<file path="config.mk">
export PLATFORM = sky130hd
export DESIGN_NAME = elastic_pipe_reg
export DESIGN_NICKNAME = d
export VERILOG_FILES = /design/src/rtl/ex_pipe_pkg.sv /design/src/rtl/pipe_slot.sv /design/src/rtl/elastic_pipe_reg.sv
export SDC_FILE = /design/constraint.sdc
export NUM_CORES = 2
export LEC_CHECK = 0
export BUFFER_PORTS_ARGS = -buffer_cell sky130_fd_sc_hd__buf_2
export CORE_ASPECT_RATIO = 0.5
export CORE_UTILIZATION = 35
export CTS_CLUSTER_SIZE = 24
export DETAILED_ROUTE_END_ITERATION = 8
export SYNTH_ARGS = -nofsm -noshare
export SYNTH_HDL_FRONTEND = slang
export SYNTH_SLANG_ARGS = --single-unit
</file>
<file path="constraint.sdc">
create_clock -name Clk -period 7.35 [get_ports Clk]
set_input_delay 1.47 -clock Clk [delete_from_list [all_inputs] [get_ports Clk]]
set_output_delay 1.47 -clock Clk [all_outputs]
set_load 0.01 [all_outputs]
</file>
<file path="src/rtl/ex_pipe_pkg.sv">
// Shared definitions for the execute-side pipeline registers: control bit map, data field map.
// Consumers use the offsets to pick fields out of the flat ctrl/data bundles.
package ex_pipe_pkg;

    localparam int EX_CTRL_W = 12;
    localparam int EX_DATA_W = 256;
    localparam int EX_FIELD_W = 32;

    // Control bundle bit offsets (two-bit fields name their low bit)
    localparam int CTL_REGWRITE      = 0;
    localparam int CTL_MEMREAD_LO    = 1;
    localparam int CTL_MEMWRITE_LO   = 3;
    localparam int CTL_MEMTOREG      = 5;
    localparam int CTL_JAL           = 6;
    localparam int CTL_JUMP          = 7;
    localparam int CTL_JR            = 8;
    localparam int CTL_SAD           = 9;
    localparam int CTL_CHECK_WCOL_LO = 10;

    typedef struct packed {
        logic [1:0] check_wcol;
        logic       sad;
        logic       jr;
        logic       jump;
        logic       jal;
        logic       memtoreg;
        logic [1:0] memwrite;
        logic [1:0] memread;
        logic       regwrite;
    } ctrl_t;

    // Default data bundle map, in 32-bit field slots from bit 0 upward
    localparam int FLD_ALU_RESULT = 0;
    localparam int FLD_RS_VAL     = 1;
    localparam int FLD_RT_VAL     = 2;
    localparam int FLD_IMM        = 3;
    localparam int FLD_PC_PLUS4   = 4;
    localparam int FLD_SAD_PART0  = 5;
    localparam int FLD_SAD_PART1  = 6;
    localparam int FLD_SAD_PART2  = 7;

    typedef struct packed {
        logic [31:0] sad_part2;
        logic [31:0] sad_part1;
        logic [31:0] sad_part0;
        logic [31:0] pc_plus4;
        logic [31:0] imm;
        logic [31:0] rt_val;
        logic [31:0] rs_val;
        logic [31:0] alu_result;
    } data_t;

    function automatic int occ_width(input int depth);
        return $clog2(depth + 1);
    endfunction

endpackage

</file>
<file path="src/rtl/pipe_slot.sv">
// One pipeline register: valid/ctrl/data loaded from its source when ready, cleared on flush.
// One cycle; holds everything while load is low, so back-pressure is just a held slot.
module pipe_slot #(
    parameter int CTRL_W    = 12,
    parameter int DATA_W    = 256,
    parameter bit ZERO_DATA = 1'b0
) (
    input  logic              Clk,
    input  logic              Reset,
    input  logic              clear,
    input  logic              load,
    input  logic              src_valid,
    input  logic [CTRL_W-1:0] src_ctrl,
    input  logic [DATA_W-1:0] src_data,
    output logic              valid,
    output logic [CTRL_W-1:0] ctrl,
    output logic [DATA_W-1:0] data
);

    always_ff @(posedge Clk) begin
        if (Reset) begin
            valid <= 1'b0;
            ctrl  <= '0;
            data  <= '0;
        end else if (clear) begin
            valid <= 1'b0;
            ctrl  <= '0;
            if (ZERO_DATA) begin
                data <= '0;
            end
        end else if (load) begin
            valid <= src_valid;
            // A bubble never carries control bits, so downstream can trust ctrl without valid
            ctrl  <= src_valid ? src_ctrl : '0;
            if (src_valid) begin
                data <= src_data;
            end else if (ZERO_DATA) begin
                data <= '0;
            end
        end
    end

endmodule

</file>
<file path="src/rtl/elastic_pipe_reg.sv">
// DEPTH-stage valid/ready register chain with bubble collapse, flush and an occupancy count.
// DEPTH cycles latency, one beat per cycle; empty slots keep filling while the output stalls.
module elastic_pipe_reg
    import ex_pipe_pkg::*;
#(
    parameter int DEPTH     = 3,
    parameter int CTRL_W    = EX_CTRL_W,
    parameter int DATA_W    = EX_DATA_W,
    parameter bit ZERO_DATA = 1'b0
) (
    input  logic                       Clk,
    input  logic                       Reset,
    input  logic                       flush,
    input  logic                       in_valid,
    output logic                       in_ready,
    input  logic [CTRL_W-1:0]          in_ctrl,
    input  logic [DATA_W-1:0]          in_data,
    output logic                       out_valid,
    input  logic                       out_ready,
    output logic [CTRL_W-1:0]          out_ctrl,
    output logic [DATA_W-1:0]          out_data,
    output logic [$clog2(DEPTH+1)-1:0] occupancy
);

    localparam int OCC_W = occ_width(DEPTH);

    logic [DEPTH-1:0]  slot_vld;
    logic [CTRL_W-1:0] slot_ctrl [DEPTH];
    logic [DATA_W-1:0] slot_data [DEPTH];
    logic [DEPTH:0]    rdy;
    logic [OCC_W-1:0]  occ_q;
    logic              in_xfer;
    logic              out_xfer;

    // Ready ripples from the output back: a slot can take a beat if it is empty or moving on
    always_comb begin
        rdy        = '0;
        rdy[DEPTH] = out_ready;
        for (int i = DEPTH - 1; i >= 0; i--) begin
            rdy[i] = !slot_vld[i] | rdy[i+1];
        end
    end

    for (genvar i = 0; i < DEPTH; i++) begin : g_stage
        logic              src_vld;
        logic [CTRL_W-1:0] src_ctrl;
        logic [DATA_W-1:0] src_data;

        if (i == 0) begin : g_head
            assign src_vld  = in_valid;
            assign src_ctrl = in_ctrl;
            assign src_data = in_data;
        end else begin : g_link
            assign src_vld  = slot_vld[i-1];
            assign src_ctrl = slot_ctrl[i-1];
            assign src_data = slot_data[i-1];
        end

        pipe_slot #(
            .CTRL_W    (CTRL_W),
            .DATA_W    (DATA_W),
            .ZERO_DATA (ZERO_DATA)
        ) u_slot (
            .Clk       (Clk),
            .Reset     (Reset),
            .clear     (flush),
            .load      (rdy[i]),
            .src_valid (src_vld),
            .src_ctrl  (src_ctrl),
            .src_data  (src_data),
            .valid     (slot_vld[i]),
            .ctrl      (slot_ctrl[i]),
            .data      (slot_data[i])
        );
    end

    assign in_ready  = rdy[0] & !flush & !Reset;
    assign in_xfer   = in_valid & in_ready;
    assign out_valid = slot_vld[DEPTH-1];
    assign out_ctrl  = slot_ctrl[DEPTH-1];
    assign out_data  = slot_data[DEPTH-1];
    assign out_xfer  = out_valid & out_ready;

    // Beats leaving during a flush cycle were seen downstream; the count restarts at zero anyway
    always_ff @(posedge Clk) begin
        if (Reset) begin
            occ_q <= '0;
        end else if (flush) begin
            occ_q <= '0;
        end else begin
            occ_q <= occ_q + OCC_W'(in_xfer) - OCC_W'(out_xfer);
        end
    end

    assign occupancy = occ_q;

endmodule

</file>
## Word-level counts from Yosys, hierarchy flattened

Cells that the tools add are included.

- Flip-flop bits (word level): 809
- Output and inout port bits: 272
- Word-level logic and storage cells: 32

- $add $sub $neg: 2
- Muxes and demuxes: 3
- Bitwise gates (word level): 8
- Reductions and logical operators: 9

Operator list:

| operator | number |
|---|---|
| two-way mux 12 bit | 3 |
| AND reduction 3 bit | 3 |
| logical NOT 1 bit | 5 |
| AND 1 bit | 4 |
| OR 1 bit | 3 |
| adder 2 x 1 -> 2 bit | 1 |
| OR reduction 2 bit | 1 |
| subtractor 2 x 1 -> 2 bit | 1 |
| NOT 1 bit | 1 |

## Longest topological paths before layout

- Word-level depth: 9
- Gate-level depth with buffers: 11
- Mapped depth without buffers: 9

## By module

From an unflattened synthesis, not the netlist that was laid out.

- Cells, all modules: 3,519
- Area total of the unflattened synthesis: 35,972.0 um2

By module, submodules not included:

| module | instances | cells an instance | area an instance (um2) |
|---|---|---|---|
| pipe_slot | 3 | 1,168 | 11,940.2 |
| elastic_pipe_reg | 1 | 15 | 151.4 |

## Worst setup path after synthesis

OpenSTA, ideal clock, no wires.

- Path kind: in2out
- From: in Reset
- To: out in_ready
- Data arrival time: 2,378 ps
- Required time: 5,880 ps
- Slack: 3,502 ps
- Stages on the path: 5
- Path through: buf_2 -> or2_2 -> clkbuf_1 -> buf_1 -> nor2_1

- Cells in the longest elaborated chain, start to end: 2

RTL lines:

| item | line | source |
|---|---|---|
| start: declaration | elastic_pipe_reg.sv:12 | `input logic Reset,` |
| logical NOT 1 bit | elastic_pipe_reg.sv:77 | `assign in_ready = rdy[0] & !flush & !Reset;` |
| AND 1 bit | elastic_pipe_reg.sv:77 |  |
| end: declaration | elastic_pipe_reg.sv:15 | `output logic in_ready,` |

No other way between the ends.

## Final worst setup path

Ends and elaborated chain as after synthesis.

==> results.sh <==
export IMPL_netlist_top_cells_area="dfxtp_1, mux2i_1, nand2b_1"
export IMPL_post_cts_buffers=0
export IMPL_leakage_nw=14.28
export IMPL_drc_errors=0
export IMPL_ys_warn_count=0
export IMPL_overflow=0
export IMPL_postSynth_asyncResetShare_pct=0
export IMPL_finalHoldViolCount=0
export IMPL_cts_tree="yes"
export IMPL_numCtsBuffers=77
export IMPL_setup_viol=0
export IMPL_clockRootBuffer="clkbuf_16"
export IMPL_drt_first_pass_iters=5
export IMPL_synth_distinct_cells=32
export IMPL_drive_gt1_share_pct=19.31
export IMPL_dp_hpwl_um=53550
export IMPL_tns_ns=0
export IMPL_maxCapViolCount=0
export IMPL_worstSetupStartpointType="input pin"
export IMPL_slew_headroom_pct=17.76
export IMPL_syn_area_um2=32130
export IMPL_initialDrtViolationCount=1318
export IMPL_fin_nets=3878
export IMPL_viasPerCell=4.899
export IMPL_die_h_um=216.2
export IMPL_avgSynthCellArea_um2=9.889
export IMPL_wl_per_cell_um=18.11
export IMPL_groute_usage_overall_pct=18.21
export IMPL_grt_antenna_before_repair=28
export IMPL_critPathMaxFanout=115
export IMPL_cp_arrival_ns=2.67
export IMPL_final_cell_count_no_fill=4880
export IMPL_grt_start_max_net_pins=254
export IMPL_ir_worst_vdd_v=0.0001453
export IMPL_synth_seq_cells=809
export IMPL_synth_most_common_cell="dfxtp_1"
export IMPL_synthCells=3249
export IMPL_place_inst=4724
export IMPL_rsz0062_at_grt="no"
export IMPL_cts_hold_buf=0
export IMPL_fmaxAchievable_mhz=241.7
export IMPL_outcome="complete, no violations"
export IMPL_cp_data_required_time_ns=5.88
export IMPL_synth_main_ff_cell="dfxtp_1"
export IMPL_syn2layout_area_growth_pct=17.69
export IMPL_post_cts_resize_count=0
export IMPL_start_util_pct=35.40
export IMPL_grt_pass1_vias=23110
export IMPL_clock_tree_buffer_depth=3
export IMPL_clkLatencyLatePin_ns=0.66
export IMPL_syn_nets=3524
export IMPL_wirelength_um=88360
export IMPL_worst_clock_skew_ns=0.02568
export IMPL_yosysTopAreaCell="dfxtp_1"
export IMPL_yosys_top_cells_count="dfxtp_1, nand2b_1, mux2i_1"
export IMPL_clock_sinks=809
export IMPL_drv_slew=0
export IMPL_period_share_pct=56.30
export IMPL_ys_seq_area_share_pct=50.41
export IMPL_vias=23910
export IMPL_final_antenna_net_count=0
export IMPL_synth_top_cell_area_share_pct=50.41
export IMPL_portBuffers=544
export IMPL_ioPinCount=545
export IMPL_cts_max_level=3
export IMPL_hold_class="flop to flop"
export IMPL_synth_edf_count=0
export IMPL_power_density_nw_per_um2=242.2
export IMPL_die_w_um=430.5
export IMPL_totalPowerFinal_mw=9.158
export IMPL_tightest_slew_ns=1.223
export IMPL_layout_min_cycle_time_ns=4.138
export IMPL_core_area_um2=90760
export IMPL_die_area_um2=93080
export IMPL_clk_pin_slew_ns=0.06
export IMPL_rows=78
export IMPL_crit_path_end_kind="output port"
export IMPL_place_congestion=0.8089
export IMPL_grt_pass1_wl_um=135500
export IMPL_crit_type="input pin to output port"
-- cell families (layout without fill, tap and decap cells) --
family	after synthesis	in the layout	synth area share (%)
fa+ha+maj	2	2	0.07788
other cells	0	19	0
xor+xnor	2	2	0.05453
buf+inv	299	711	4.895
simple gates	1073	1073	19.73
mux	512	512	15.95
flops	809	809	50.41
compound gates	552	552	8.883
-- stage by stage --
stage | hold slack [ns] | cell area [um2] | util, % | setup WS (ns)
after detailed placement | 0.4437 | 35130 | 38.71 | 3.205
after CTS | 0.4526 | 37760 | 41.61 | 3.211
after global routing | 0.4700 | 37810 | 41.65 | 3.074
after floorplan | 0.4325 | 32130 | - | 3.502
final | 0.4496 | 37810 | 41.66 | 3.212
after global placement | 0.4388 | 35130 | 38.71 | 3.223
-- path summary, 6_finish.rpt --
check	from	end	slack [ns]	depth (start not counted)
worst min register to register	g_stage[2].u_slot.ctrl[0]$_SDFFE_PP0P_	g_stage[2].u_slot.ctrl[0]$_SDFFE_PP0P_	0.45	2
worst max-delay path	Reset	in_ready	3.21	4
worst max register to register	g_stage[1].u_slot.valid$_SDFFE_PP0P_	g_stage[0].u_slot.data[69]$_SDFFE_PP0P_	4.19	5
worst min-delay path	g_stage[2].u_slot.ctrl[0]$_SDFFE_PP0P_	g_stage[2].u_slot.ctrl[0]$_SDFFE_PP0P_	0.45	2
-- cell type report --
class | instances | area, um2
Antenna cell | 19 | 47.55
Clock buffer | 105 | 2222
Clock inverter | 32 | 410.4
Fill cell | 8961 | 52950
Inverter | 5 | 18.77
Multi-Input combinational cell | 2141 | 14410
Sequential cell | 809 | 16200
Tap cell | 1200 | 1501
Timing Repair Buffer | 569 | 3008
-- power breakdown --
part	internal (mW)	switching [mW]
registers	4.47	0.0245
logic	0.222	0.236
clock network	2.41	1.80
-- routing by layer --
layer	wire, um	global-route usage (%)
met5	27	0
met4	2839	6.679
met3	2607	3.358
met2	44970	31.89
met1	37920	22.25
-- cell usage in the layout (no fill, tap or decap), types with 2 or more instances in the layout --
cell	instances
clkbuf_16	77
clkinv_4	2
clkbuf_8	19
buf_4	18
clkinv_8	2
a21oi_1	272
nor2_1	7
mux2i_1	512
ha_1	2
buf_12	7
nand2b_4	2
nand3_1	272
inv_6	3
o21ai_0	256
nand2_1	13
a22o_1	21
bufinv_16	8
buf_2	543
dfxtp_1	809
diode_2	19
nand2b_1	768
nor2b_4	2
nand3b_1	3
clkbuf_1	9
inv_1	5
clkinv_2	15
-- state kept, by name, indices dropped and copies added (netlist names) --
signal and cells:
g_stage.u_slot.ctrl 36, g_stage.u_slot.valid 3, g_stage.u_slot.data 768, occupancy 2
-- worst max-delay path: stages --
cell,delay [ns]
buf_8,0.38
or2_2,0.50
nor2_1,0.09
buf_2,0.16
No activity file was read; power rests on OpenSTA's default activity.
